--- config.mk ---
export PLATFORM = sky130hd
export DESIGN_NAME = unidade_controle_rodadas
export DESIGN_NICKNAME = d
export VERILOG_FILES = /design/src/rtl/unidade_controle_rodadas_pkg.sv /design/src/rtl/contador_m_param.sv /design/src/rtl/unidade_controle_rodadas.sv
export SDC_FILE = /design/constraint.sdc
export NUM_CORES = 1
export LEC_CHECK = 0
export ABC_AREA = 1
export BUFFER_PORTS_ARGS = -buffer_cell sky130_fd_sc_hd__buf_2
export CORE_ASPECT_RATIO = 1.25
export CORE_UTILIZATION = 40
export DETAILED_ROUTE_END_ITERATION = 16
export SLEW_MARGIN = 15
export SYNTH_ARGS = -nofsm -noshare
export SYNTH_HDL_FRONTEND = slang
export SYNTH_SLANG_ARGS = --single-unit
--- constraint.sdc ---
create_clock -name clock -period 1.9 [get_ports clock]
set_input_delay 0.57 -clock clock [delete_from_list [all_inputs] [get_ports clock]]
set_output_delay 0.57 -clock clock [all_outputs]
set_load 0.05 [all_outputs]
--- src/rtl/unidade_controle_rodadas_pkg.sv ---
`default_nettype none
// +----------------------------------------------------------------------------+
// | unidade_controle_rodadas_pkg                                               |
// | State codes shared by the round controller, datapath and display decoder. |
// | Rev 1.0                                                                    |
// +----------------------------------------------------------------------------+
package unidade_controle_rodadas_pkg;

    localparam logic [3:0] ST_INICIAL        = 4'h0;
    localparam logic [3:0] ST_PREPARACAO     = 4'h1;
    localparam logic [3:0] ST_ESPERA         = 4'h2;
    localparam logic [3:0] ST_REGISTRA       = 4'h3;
    localparam logic [3:0] ST_COMPARA        = 4'h4;
    localparam logic [3:0] ST_PROXIMA        = 4'h5;
    localparam logic [3:0] ST_FIM_RODADA     = 4'h6;
    localparam logic [3:0] ST_PROXIMA_RODADA = 4'h7;
    localparam logic [3:0] ST_FINAL_ACERTO   = 4'hA;
    localparam logic [3:0] ST_FINAL_TIMEOUT  = 4'hC;
    localparam logic [3:0] ST_FINAL_ERRO     = 4'hE;
    localparam logic [3:0] DB_ESTADO_ILEGAL  = 4'h9;

    function automatic logic estado_final(input logic [3:0] e);
        return (e == ST_FINAL_ACERTO) || (e == ST_FINAL_ERRO) || (e == ST_FINAL_TIMEOUT);
    endfunction

    function automatic logic estado_legal(input logic [3:0] e);
        return (e <= ST_PROXIMA_RODADA) || estado_final(e);
    endfunction

endpackage
`default_nettype wire

--- src/rtl/contador_m_param.sv ---
`default_nettype none
// +----------------------------------------------------------------------------+
// | contador_m_param                                                           |
// | Modulo-M up counter with synchronous clear and terminal-count flag.        |
// | Rev 1.0                                                                    |
// +----------------------------------------------------------------------------+
module contador_m_param #(
    parameter int M = 16,
    parameter int N = 4
) (
    input  logic         clock,
    input  logic         reset_n,
    input  logic         zera,
    input  logic         conta,
    output logic [N-1:0] Q,
    output logic         fim
);

    always_ff @(posedge clock or negedge reset_n) begin
        if (!reset_n) begin
            Q <= '0;
        end else if (zera) begin
            Q <= '0;
        end else if (conta) begin
            if (Q == N'(M - 1)) begin
                Q <= '0;
            end else begin
                Q <= Q + N'(1);
            end
        end
    end

    assign fim = (Q == N'(M - 1));

endmodule
`default_nettype wire

--- src/rtl/unidade_controle_rodadas.sv ---
`default_nettype none
// +----------------------------------------------------------------------------+
// | unidade_controle_rodadas                                                   |
// | Round-based memory-game controller with address/round counters and timer. |
// | Rev 1.0                                                                    |
// +----------------------------------------------------------------------------+
module unidade_controle_rodadas
    import unidade_controle_rodadas_pkg::*;
#(
    parameter int N_JOGADAS      = 16,
    parameter int TIMEOUT_CYCLES = 5000,
    parameter int ADDR_W         = $clog2(N_JOGADAS),
    parameter int TMR_W          = $clog2(TIMEOUT_CYCLES)
) (
    input  logic              clock,
    input  logic              reset_n,
    input  logic              iniciar,
    input  logic              jogada,
    input  logic              igual,
    input  logic              modo,
    output logic [ADDR_W-1:0] endereco,
    output logic [ADDR_W-1:0] rodada,
    output logic              registraR,
    output logic              zeraR,
    output logic              acertou,
    output logic              errou,
    output logic              errou_timeout,
    output logic              pronto,
    output logic [3:0]        db_estado,
    output logic              db_timeout
);

    logic [3:0]       estado_q, estado_d;
    logic             modo_q;
    logic [TMR_W-1:0] timer_q;
    logic             timer_fim, rodada_fim, endereco_fim_unused;
    logic             entra_prep;
    logic             zera_end, conta_end, zera_rod, conta_rod, zera_tmr, conta_tmr;

    always_comb begin
        estado_d = estado_q;
        case (estado_q)
            ST_INICIAL:        if (iniciar) estado_d = ST_PREPARACAO;
            ST_PREPARACAO:     estado_d = ST_ESPERA;
            ST_ESPERA: begin
                if (jogada)                    estado_d = ST_REGISTRA;
                else if (modo_q && timer_fim)  estado_d = ST_FINAL_TIMEOUT;
            end
            ST_REGISTRA:       estado_d = ST_COMPARA;
            ST_COMPARA: begin
                if (!igual)                    estado_d = ST_FINAL_ERRO;
                else if (endereco == rodada)   estado_d = ST_FIM_RODADA;
                else                           estado_d = ST_PROXIMA;
            end
            ST_PROXIMA:        estado_d = ST_ESPERA;
            ST_FIM_RODADA:     estado_d = rodada_fim ? ST_FINAL_ACERTO : ST_PROXIMA_RODADA;
            ST_PROXIMA_RODADA: estado_d = ST_ESPERA;
            ST_FINAL_ACERTO,
            ST_FINAL_ERRO,
            ST_FINAL_TIMEOUT:  if (iniciar) estado_d = ST_PREPARACAO;
            default:           estado_d = ST_INICIAL;
        endcase
    end

    always_ff @(posedge clock or negedge reset_n) begin
        if (!reset_n) begin
            estado_q <= ST_INICIAL;
            modo_q   <= 1'b0;
        end else begin
            estado_q <= estado_d;
            if (estado_q == ST_PREPARACAO) begin
                modo_q <= modo;
            end
        end
    end

    // Counters clear on the edge entering preparacao so the display reads 0 there.
    assign entra_prep = (estado_d == ST_PREPARACAO) || (estado_q == ST_PREPARACAO);
    assign zera_end   = entra_prep || (estado_q == ST_PROXIMA_RODADA);
    assign conta_end  = (estado_q == ST_PROXIMA);
    assign zera_rod   = entra_prep;
    assign conta_rod  = (estado_q == ST_PROXIMA_RODADA);
    assign conta_tmr  = modo_q && (estado_q == ST_ESPERA) && (estado_d == ST_ESPERA);
    assign zera_tmr   = !conta_tmr;

    contador_m_param #(.M(N_JOGADAS), .N(ADDR_W)) u_cont_endereco (
        .clock   (clock),
        .reset_n (reset_n),
        .zera    (zera_end),
        .conta   (conta_end),
        .Q       (endereco),
        .fim     (endereco_fim_unused)
    );

    contador_m_param #(.M(N_JOGADAS), .N(ADDR_W)) u_cont_rodada (
        .clock   (clock),
        .reset_n (reset_n),
        .zera    (zera_rod),
        .conta   (conta_rod),
        .Q       (rodada),
        .fim     (rodada_fim)
    );

    contador_m_param #(.M(TIMEOUT_CYCLES), .N(TMR_W)) u_cont_timer (
        .clock   (clock),
        .reset_n (reset_n),
        .zera    (zera_tmr),
        .conta   (conta_tmr),
        .Q       (timer_q),
        .fim     (timer_fim)
    );

    assign zeraR         = (estado_q == ST_INICIAL) || (estado_q == ST_PREPARACAO);
    assign registraR     = (estado_q == ST_REGISTRA);
    assign acertou       = (estado_q == ST_FINAL_ACERTO);
    assign errou         = (estado_q == ST_FINAL_ERRO) || (estado_q == ST_FINAL_TIMEOUT);
    assign errou_timeout = (estado_q == ST_FINAL_TIMEOUT);
    assign pronto        = estado_final(estado_q);
    assign db_estado     = estado_legal(estado_q) ? estado_q : DB_ESTADO_ILEGAL;
    assign db_timeout    = (estado_q == ST_ESPERA) && modo_q;

endmodule
`default_nettype wire

Yosys cells after proc, flatten, opt, wreduce, memory -nomap -nowiden
Index checks and enable logic that the tools add are counted.
Widths: inputs -> output; s select.
{"block": "op_classes", "n_mux": 16, "reduce_logical": 15, "order_cmp": 1, "add_sub_neg": 3, "eq_ne": 16}
{"operator": "$mux 4", "n": 12}
{"operator": "$mux 13", "n": 2}
{"operator": "$pmux 4 s6", "n": 1}
{"operator": "$eq 4x4->1 const B", "n": 5}
{"operator": "$eq 4x3->1 const B", "n": 4}
{"operator": "$add 13x1->13 const B", "n": 1}
{"operator": "$eq 13x13->1 const B", "n": 1}
{"operator": "$eq 4x2->1 const B", "n": 3}
{"operator": "$add 4x1->4 const B", "n": 2}
{"operator": "$eq 4x1->1 const B", "n": 2}
{"operator": "$logic_or 1x1->1", "n": 7}
{"operator": "$eq 4x4->1", "n": 1}
{"operator": "$le 4x3->1 const B", "n": 1}
{"operator": "$logic_not 4->1", "n": 1}
{"operator": "$reduce_bool 2->1", "n": 2}
{"operator": "$reduce_or 4->1", "n": 1}
{"operator": "$logic_and 1x1->1", "n": 3}
{"operator": "$reduce_or 3->1", "n": 1}
{"operator": "$mux 2", "n": 1}
{"block": "totals", "regBits": 26, "inputBits": 6, "output_inout_bits": 19, "elab_cells": 56}

Longest topological paths before layout
Gate-level depths: netlist (run 1).
{"block": "logic_depth", "ltp_word": 9, "depth_mapped": 13, "ltp_nobuf": 12}

Hierarchy
Synthesis (run 1) repeated with hierarchy kept, for this count alone.
{"block": "hier_totals", "cells_unflattened": 282, "area_unflattened_um2": 1881.8}
{"module": "contador_m_param (u_cont_timer)", "area_per_inst_um2": 834.6, "cells_each": 124, "instances": 1}
{"module": "unidade_controle_rodadas", "area_per_inst_um2": 599.3, "cells_each": 106, "instances": 1}
{"module": "contador_m_param (u_cont_endereco ...)", "area_per_inst_um2": 224.0, "cells_each": 26, "instances": 2}

Worst setup path before layout (run 1)
OpenSTA, ideal clock, no wires.
{"block": "synth_path", "path_type": "reg2out", "start": "register estado_q[0]", "end": "output db_estado[0]", "slack_ps": -881, "path_stages_with_launch": 5, "required_time_ps": 1330, "n_path_buf": 0, "t_arrival_ps": 2211, "cell_sequence": "dfrtp_1 -> inv_2 -> nand3_1 -> nand2_1 -> o21ai_0"}
{"block": "synth_via", "elab_chain_len": 5}
{"item": "start: declaration", "line": "unidade_controle_rodadas.sv:33", "rtl": "logic [3:0] estado_q, estado_d;"}
{"item": "start signal: assignment", "line": "unidade_controle_rodadas.sv:70", "rtl": "estado_q <= estado_d;"}
{"item": "$eq 4x4->1"}
{"item": "$logic_or 1x1->1"}
{"item": "$logic_or 1x1->1 *"}
{"item": "net pronto", "line": "unidade_controle_rodadas.sv:28", "rtl": "output logic pronto,"}
{"item": "$logic_or 1x1->1 *", "line": "unidade_controle_rodadas_pkg.sv:27", "rtl": "return (e <= ST_PROXIMA_RODADA) || estado_final(e);"}
{"item": "$mux 4 *", "line": "unidade_controle_rodadas.sv:119", "rtl": "assign db_estado = estado_legal(estado_q) ? estado_q : DB_ESTADO_ILEGAL;"}
{"item": "end: declaration", "line": "unidade_controle_rodadas.sv:29", "rtl": "output logic [3:0] db_estado,"}
The timed path passes the listed nets; every way through them passes the cells marked *.

Worst setup path after layout (run 1)
{"block": "layout_path", "start": "register estado_q[3]", "end": "output db_timeout"}
{"block": "layout_via", "elab_chain_len": 2}
{"item": "$eq 4x2->1", "line": "unidade_controle_rodadas.sv:120", "rtl": "assign db_timeout = (estado_q == ST_ESPERA) && modo_q;"}
{"item": "$logic_and 1x1->1", "line": "unidade_controle_rodadas.sv:120"}
{"item": "end: declaration", "line": "unidade_controle_rodadas.sv:30", "rtl": "output logic db_timeout"}
Every way passes these cells.

==> impl_metrics.env, run 1 <==
export IMPL_status="finished, violations left"
export IMPL_violations="setup timing"
export IMPL_antenna_found_initial=0
export IMPL_max_slew_margin_pct=59.7
export IMPL_synth_warnings=0
export IMPL_critPathArrivalTime_ns=1.38
export IMPL_hold_viol=0
export IMPL_cts_buffer_depth=2
export IMPL_hold_class="input port to async pin"
export IMPL_num_nets_final=282
export IMPL_yosysTopAreaCell="dfrtp_1"
export IMPL_holdBufCountCts=0
export IMPL_htreeDepth=1
export IMPL_multi_input_area_um2=898
export IMPL_fin_ws_ns=-0.0518
export IMPL_yosysTopAreaCellShare_pct=40.2
export IMPL_grt_max_degree=27
export IMPL_synthTopCellsByCount="nand2_1 (49), inv_1 (31), dfrtp_1 (26), nor2_1 (26), nand3_1 (16)"
export IMPL_numCtsBuffers=3
export IMPL_first_pass_iters=4
export IMPL_via_per_inst=4.72
export IMPL_start_util_pct=42.4
export IMPL_synth_nets=227
export IMPL_ys_seq_area_share_pct=40.2
export IMPL_rr_worst_depth=14
export IMPL_power_mw=3.06
export IMPL_max_freq_ghz=0.512
export IMPL_yosys_register_bits=26
export IMPL_cts_root_buf="clkbuf_8"
export IMPL_grt_pass1_vias=1440
export IMPL_die_w_um=58.9
export IMPL_area_growth_pct=37.9
export IMPL_synth_most_common_cell="nand2_1"
export IMPL_synth_area_top_cells="dfrtp_1 (40%), nand2_1 (11%), inv_1 (7.2%), nor2_1 (6.0%), nor2_2 (5.0%)"
export IMPL_critPathLaunchType="register"
export IMPL_fin_crit_ns=1.95
export IMPL_ios=25
export IMPL_synth_top_family_by_area="simple AND/OR/NAND/NOR gates"
export IMPL_clk_pin_slew_ns=0.09
export IMPL_tightestPinTransition_ns=0.604
export IMPL_rrSetupSlack_ns=0.07
export IMPL_drt_iter0_drc=85
export IMPL_cts_sinks=26
export IMPL_yosys_area_share_adder_pct=2.32
export IMPL_ant_nets=0
export IMPL_die_area_um2=4300
export IMPL_rsz0062_at_grt="yes"
export IMPL_synthMuxAreaShare_pct=0
export IMPL_seq_area_um2=654
export IMPL_clock_skew_ns=0.00292
export IMPL_ir_drop_mv=0.974
export IMPL_syn_inst=218
export IMPL_worstPathMaxFanout=4
export IMPL_gp_congestion=0.854
export IMPL_post_drt_wl_per_cell_um=12.5
export IMPL_worstPathRequired_ns=1.33
export IMPL_n_antenna_cell=0
export IMPL_wl_mm=4.09
export IMPL_setup_viol=3
export IMPL_rows=25
export IMPL_syn_avg_cell_area_um2=7.42
export IMPL_grt_use_total_pct=19.2
export IMPL_power_leakage_nw=1.08
export IMPL_dp_hpwl_mm=2.74
export IMPL_drive_above_1_share_pct=38.2
export IMPL_cts_tree="built"
export IMPL_synthArstFlopShare_pct=100
export IMPL_via_count=1540
export IMPL_worstSkewPairLatency_ns=0.27
export IMPL_synth_simple_area_share_pct=34.6
export IMPL_die_y_um=73.1
export IMPL_grt_ovfl_total=0
export IMPL_synth_edf_count=0
export IMPL_end_kind="output port"
export IMPL_grt_pass1_wl_mm=6.34
export IMPL_n_fill_cell=363
export IMPL_post_place_cells=301
export IMPL_crit_type="register to output port"
export IMPL_synth_compound_area_share_pct=7.12
export IMPL_power_density_nw_per_um2=1370
export IMPL_io_buffers=24
export IMPL_layout_cells_non_filler=326
export IMPL_syn_area_um2=1620
export IMPL_synth_distinct_cells=29
export IMPL_synthXorXnorAreaFrac_pct=5.41
export IMPL_drv_cap=0
export IMPL_min_period_over_period_pct=103
export IMPL_worst_hold_slack_ns=0.293
export IMPL_drcViolationCount=0
export IMPL_core_area_um2=3820
export IMPL_slew_viol_final=0
export IMPL_synth_ff_type="dfrtp_1"
-- area by class of cell --
type                    instances  share of cell area [%]
multi-input cells             153                    40.3
flip-flops and latches         26                    29.3
repair buffers                 55                    19.0
inverters                      34                    5.95
well taps                      54                    3.03
clock buffers                   4                    2.47
-- stage by stage --
| step | worst slack (ns) | setup TNS, ns | area [um^2] | utilization [%] |
|---|---|---|---|---|
| 2_1_floorplan | -0.0457 | -0.141 | 1640 | - |
| 3_3_place_gp | 0.0986 | 0 | 1880 | 49.1 |
| 3_5_place_dp | 0.0500 | 0 | 1880 | 49.1 |
| 4_1_cts | -0.0655 | -0.0848 | 2100 | 55.0 |
| 5_1_grt | -0.111 | -1.15 | 2230 | 58.5 |
| 6_report | -0.0518 | -0.0753 | 2230 | 58.5 |
-- sequential cells by signal, indices dropped and copies added (netlist names) --
signal	count
estado_q	4
modo_q	1
u_cont_endereco.Q	4
u_cont_timer.Q	13
u_cont_rodada.Q	4
-- layer usage --
layer  share of wire, %  vias to the layer above  GRT usage (%)
li1                   -                      788              -
met1                 43                      708           23.8
met2                 52                       34           34.0
met3                3.0                       10           2.30
met4                1.8                        0           6.61
met5                  0                        -              0
-- final timing paths --
kind / to / from
worst max register to register: u_cont_timer.Q[4]$_DFF_PN0_ / estado_q[3]$_DFF_PN0_
max in group asynchronous: estado_q[0]$_DFF_PN0_ / reset_n
worst min register to register: u_cont_timer.Q[0]$_DFF_PN0_ / u_cont_timer.Q[0]$_DFF_PN0_
min in group clock: u_cont_timer.Q[0]$_DFF_PN0_ / u_cont_timer.Q[0]$_DFF_PN0_
worst min-delay path: u_cont_timer.Q[8]$_DFF_PN0_ / reset_n
worst max-delay path: db_timeout / estado_q[3]$_DFF_PN0_
-- cell families after synthesis --
kind of cell	count (synthesis)
AND/OR/NAND/NOR	121
flip-flops	26
adder cells (fa/ha/maj)	3
AO/OA/AOI/OAI	19
buffers and inverters	39
XOR/XNOR	10
-- what timing repair did --
item                                   CTS  global route
pin swaps                                6             6
buffers inserted                        12             9
resized for setup                       24            20
endpoints found under the hold margin    0             0
setup endpoints to repair                9            22
-- report_power, final --
part | switching (mW) | internal (mW)
sequential | 0.0990 | 0.632
clock | 0.182 | 0.185
combinational | 1.20 | 0.758
total | 1.48 | 1.58
-- critical path, cell delays in order, from the launching register on --
cell     delay [ns]
dfrtp_2        0.46
nor2_4         0.15
inv_4          0.06
nor2_4         0.11
inv_2          0.05
nor2_4         0.10
buf_6          0.17
-- layout by cell type, fill, tap and decap left out, types with 2 or more instances in the layout --
cell / Yosys / routed
nor2_4: 2 / 7
nor2_1: 26 / 18
buf_6: 2 / 10
xnor2_1: 3 / 3
inv_2: 3 / 5
nand3_4: 0 / 2
nor3_1: 5 / 5
nand2_4: 0 / 2
a21oi_2: 1 / 2
nand3_2: 2 / 2
clkbuf_8: 0 / 4
nand2_1: 49 / 48
ha_1: 3 / 3
o211ai_1: 2 / 2
nand3_1: 16 / 14
a21oi_1: 3 / 2
nor2_2: 13 / 16
buf_4: 1 / 28
dfrtp_1: 26 / 23
inv_4: 0 / 2
nand4_1: 5 / 5
buf_2: 1 / 16
dfrtp_2: 0 / 3
inv_1: 31 / 27
xor2_1: 7 / 7
o21ai_0: 8 / 7
No activity file was read; power rests on OpenSTA's default activity.
==> run 2, diff against run 1 <==
--- a/config.mk
+++ b/config.mk
@@ -6,7 +6,8 @@
 export NUM_CORES = 1
 export LEC_CHECK = 0
 export ABC_AREA = 1
-export BUFFER_PORTS_ARGS = -buffer_cell sky130_fd_sc_hd__buf_2
+export BUFFER_PORTS_ARGS = -buffer_cell sky130_fd_sc_hd__buf_4
+export CAP_MARGIN = 30
 export CORE_ASPECT_RATIO = 1.25
 export CORE_UTILIZATION = 40
 export DETAILED_ROUTE_END_ITERATION = 16
@@ -14,3 +15,4 @@
 export SYNTH_ARGS = -nofsm -noshare
 export SYNTH_HDL_FRONTEND = slang
 export SYNTH_SLANG_ARGS = --single-unit
+export TNS_END_PERCENT = 30
==> run 2 against run 1 <==
- first-iteration DRC count decreased by 15%
- flip-flop and latch count unchanged
- the run still ends with setup timing left
- largest cell class unchanged
- total power decreased by 2.2%
- critical path type unchanged
- register-to-register slack improved by 0.13 ns
- cell area decreased by 2.0%
==> impl_metrics.env, run 2 (synthesized netlist as in run 1, its figures left out) <==
export IMPL_grt_max_degree=27
export IMPL_n_antenna_cell=0
export IMPL_dp_slack_ns=0.114
export IMPL_stdcell_area_um2=2190
export IMPL_switchingPower_mw=1.41
export IMPL_numCtsBuffers=3
export IMPL_drcViolationCount=0
export IMPL_ant_nets=0
export IMPL_worstPathRequired_ns=1.33
export IMPL_layout_common_cells="nand2_1 (48), buf_4 (36), inv_1 (27)"
export IMPL_holdBufCountCts=0
export IMPL_ir_drop_mv=1.11
export IMPL_clock_skew_ns=0.00911
export IMPL_multi_input_area_um2=871
export IMPL_power_leakage_nw=1.05
export IMPL_layout_commonest_cell="nand2_1"
export IMPL_critPathMaxStageDelay_ns=0.46
export IMPL_p_int_mw=1.58
export IMPL_cts_sinks=26
export IMPL_cts_root_buf="clkbuf_8"
export IMPL_hold_viol=0
export IMPL_fin_ws_ns=-0.0113
export IMPL_cts_tree="built"
export IMPL_io_buffers=24
export IMPL_violations="setup timing"
export IMPL_worst_path_buf_inv=2
export IMPL_die_w_um=58.9
export IMPL_worstPathMaxFanout=4
export IMPL_grt_use_total_pct=19.0
export IMPL_first_pass_iters=4
export IMPL_status="finished, violations left"
export IMPL_cp_startpoint="estado_q[3]$_DFF_PN0_"
export IMPL_dp_hpwl_mm=2.65
export IMPL_num_nets_final=273
export IMPL_grt_pass1_wl_mm=6.24
export IMPL_slew_viol_final=0
export IMPL_cts_buffer_depth=2
export IMPL_start_util_pct=42.4
export IMPL_drive_above_1_share_pct=33.8
export IMPL_top_register="u_cont_timer.Q"
export IMPL_htreeDepth=1
export IMPL_dpl_cell_area_um2=1910
export IMPL_max_freq_ghz=0.523
export IMPL_setup_tns_ns=-0.0287
export IMPL_fin_crit_ns=1.91
export IMPL_cpMaxStageDelayCell="dfrtp_2"
export IMPL_wl_mm=3.80
export IMPL_core_area_um2=3820
export IMPL_drt_iter0_drc=72
export IMPL_via_per_inst=4.85
export IMPL_die_area_um2=4300
export IMPL_rsz0062_at_grt="yes"
export IMPL_gp_congestion=0.922
export IMPL_crit_top_cell="buf_6"
export IMPL_area_growth_pct=35.2
export IMPL_crit_type="register to output port"
export IMPL_critPathLaunchType="register"
export IMPL_worstSkewPairLatency_ns=0.28
export IMPL_drv_cap=0
export IMPL_post_drt_wl_per_cell_um=12.0
export IMPL_swShare_pct=47.1
export IMPL_path_cells="buf_6, nand3_4, nand2_4, o21ai_4, buf_6"
export IMPL_end_kind="output port"
export IMPL_max_slew_margin_pct=77.1
export IMPL_grt_pass1_vias=1437
export IMPL_antenna_found_initial=0
export IMPL_largest_register_ffs=13
export IMPL_clk_pin_slew_ns=0.10
export IMPL_via_count=1536
export IMPL_power_density_nw_per_um2=1370
export IMPL_setup_viol=3
export IMPL_die_y_um=73.1
export IMPL_hold_class="input port to async pin"
export IMPL_seq_area_um2=656
export IMPL_cp_depth=5
export IMPL_rows=25
export IMPL_p_comb_share_pct=59.7
export IMPL_grt_ovfl_total=0
export IMPL_min_period_over_period_pct=101
export IMPL_r2r_start="estado_q[2]$_DFF_PN0_"
export IMPL_n_fill_cell=358
export IMPL_cpLargestDelayFamily="flip-flops"
export IMPL_critPathArrivalTime_ns=1.34
export IMPL_ios=25
export IMPL_tightestPinTransition_ns=0.343
export IMPL_p_seq_share_pct=24.7
export IMPL_clkPwrFrac_pct=15.6
export IMPL_rr_worst_depth=12
-- run 2: path summary, 6_finish.rpt --
check	to	slack, ns
max reg2reg	u_cont_timer.Q[12]$_DFF_PN0_	0.20
max	db_estado[0]	-0.01
min in group clock	u_cont_timer.Q[0]$_DFF_PN0_	0.48
min reg2reg	u_cont_timer.Q[0]$_DFF_PN0_	0.48
min	u_cont_rodada.Q[1]$_DFFE_PN0P_	0.19
max in group asynchronous	estado_q[0]$_DFF_PN0_	1.43
-- run 2: cell type report --
cell class / count / area share (%)
clock buffers: 3 / 1.89
well taps: 54 / 3.09
flip-flops and latches: 26 / 30.0
inverters: 34 / 5.95
repair buffers: 46 / 17.9
clock inverters: 1 / 1.37
multi-input cells: 153 / 39.8
-- run 2: metrics by stage --
stage / utilization [%] / instances / power, mW / hold slack [ns]
2_1_floorplan: - / 218 / 1.76 / 0.274
3_3_place_gp: 50.1 / 299 / 2.14 / 0.465
3_5_place_dp: 50.1 / 299 / 2.14 / 0.467
4_1_cts: 55.7 / 314 / 2.88 / 0.200
5_1_grt: 57.3 / 317 / 3.16 / 0.207
6_report: 57.3 / 317 / 2.99 / 0.190
-- run 2: what timing repair did --
action / in CTS / in global routing
pin swaps: 4 / 9
resized for setup: 17 / 12
setup buffers: 11 / 3
endpoints found under the setup margin: 8 / 9
-- run 2: power by group through the flow --
stage                     Combinational (mW)  Clock [mW]  Sequential [mW]
after floorplan                         1.00           0            0.759
after global placement                  1.40           0            0.737
after detailed placement                1.40           0            0.738
after CTS                               1.67       0.481            0.723
after global routing                    1.90       0.504            0.750
final                                   1.79       0.468            0.738
-- run 2: layer usage --
layer	global-route usage [%]	up-vias	routed length [um]
met3	2.84	8	123
li1	-	769	-
met1	22.8	724	1680
met4	6.08	0	50
met2	34.2	35	1950
met5	0	-	0
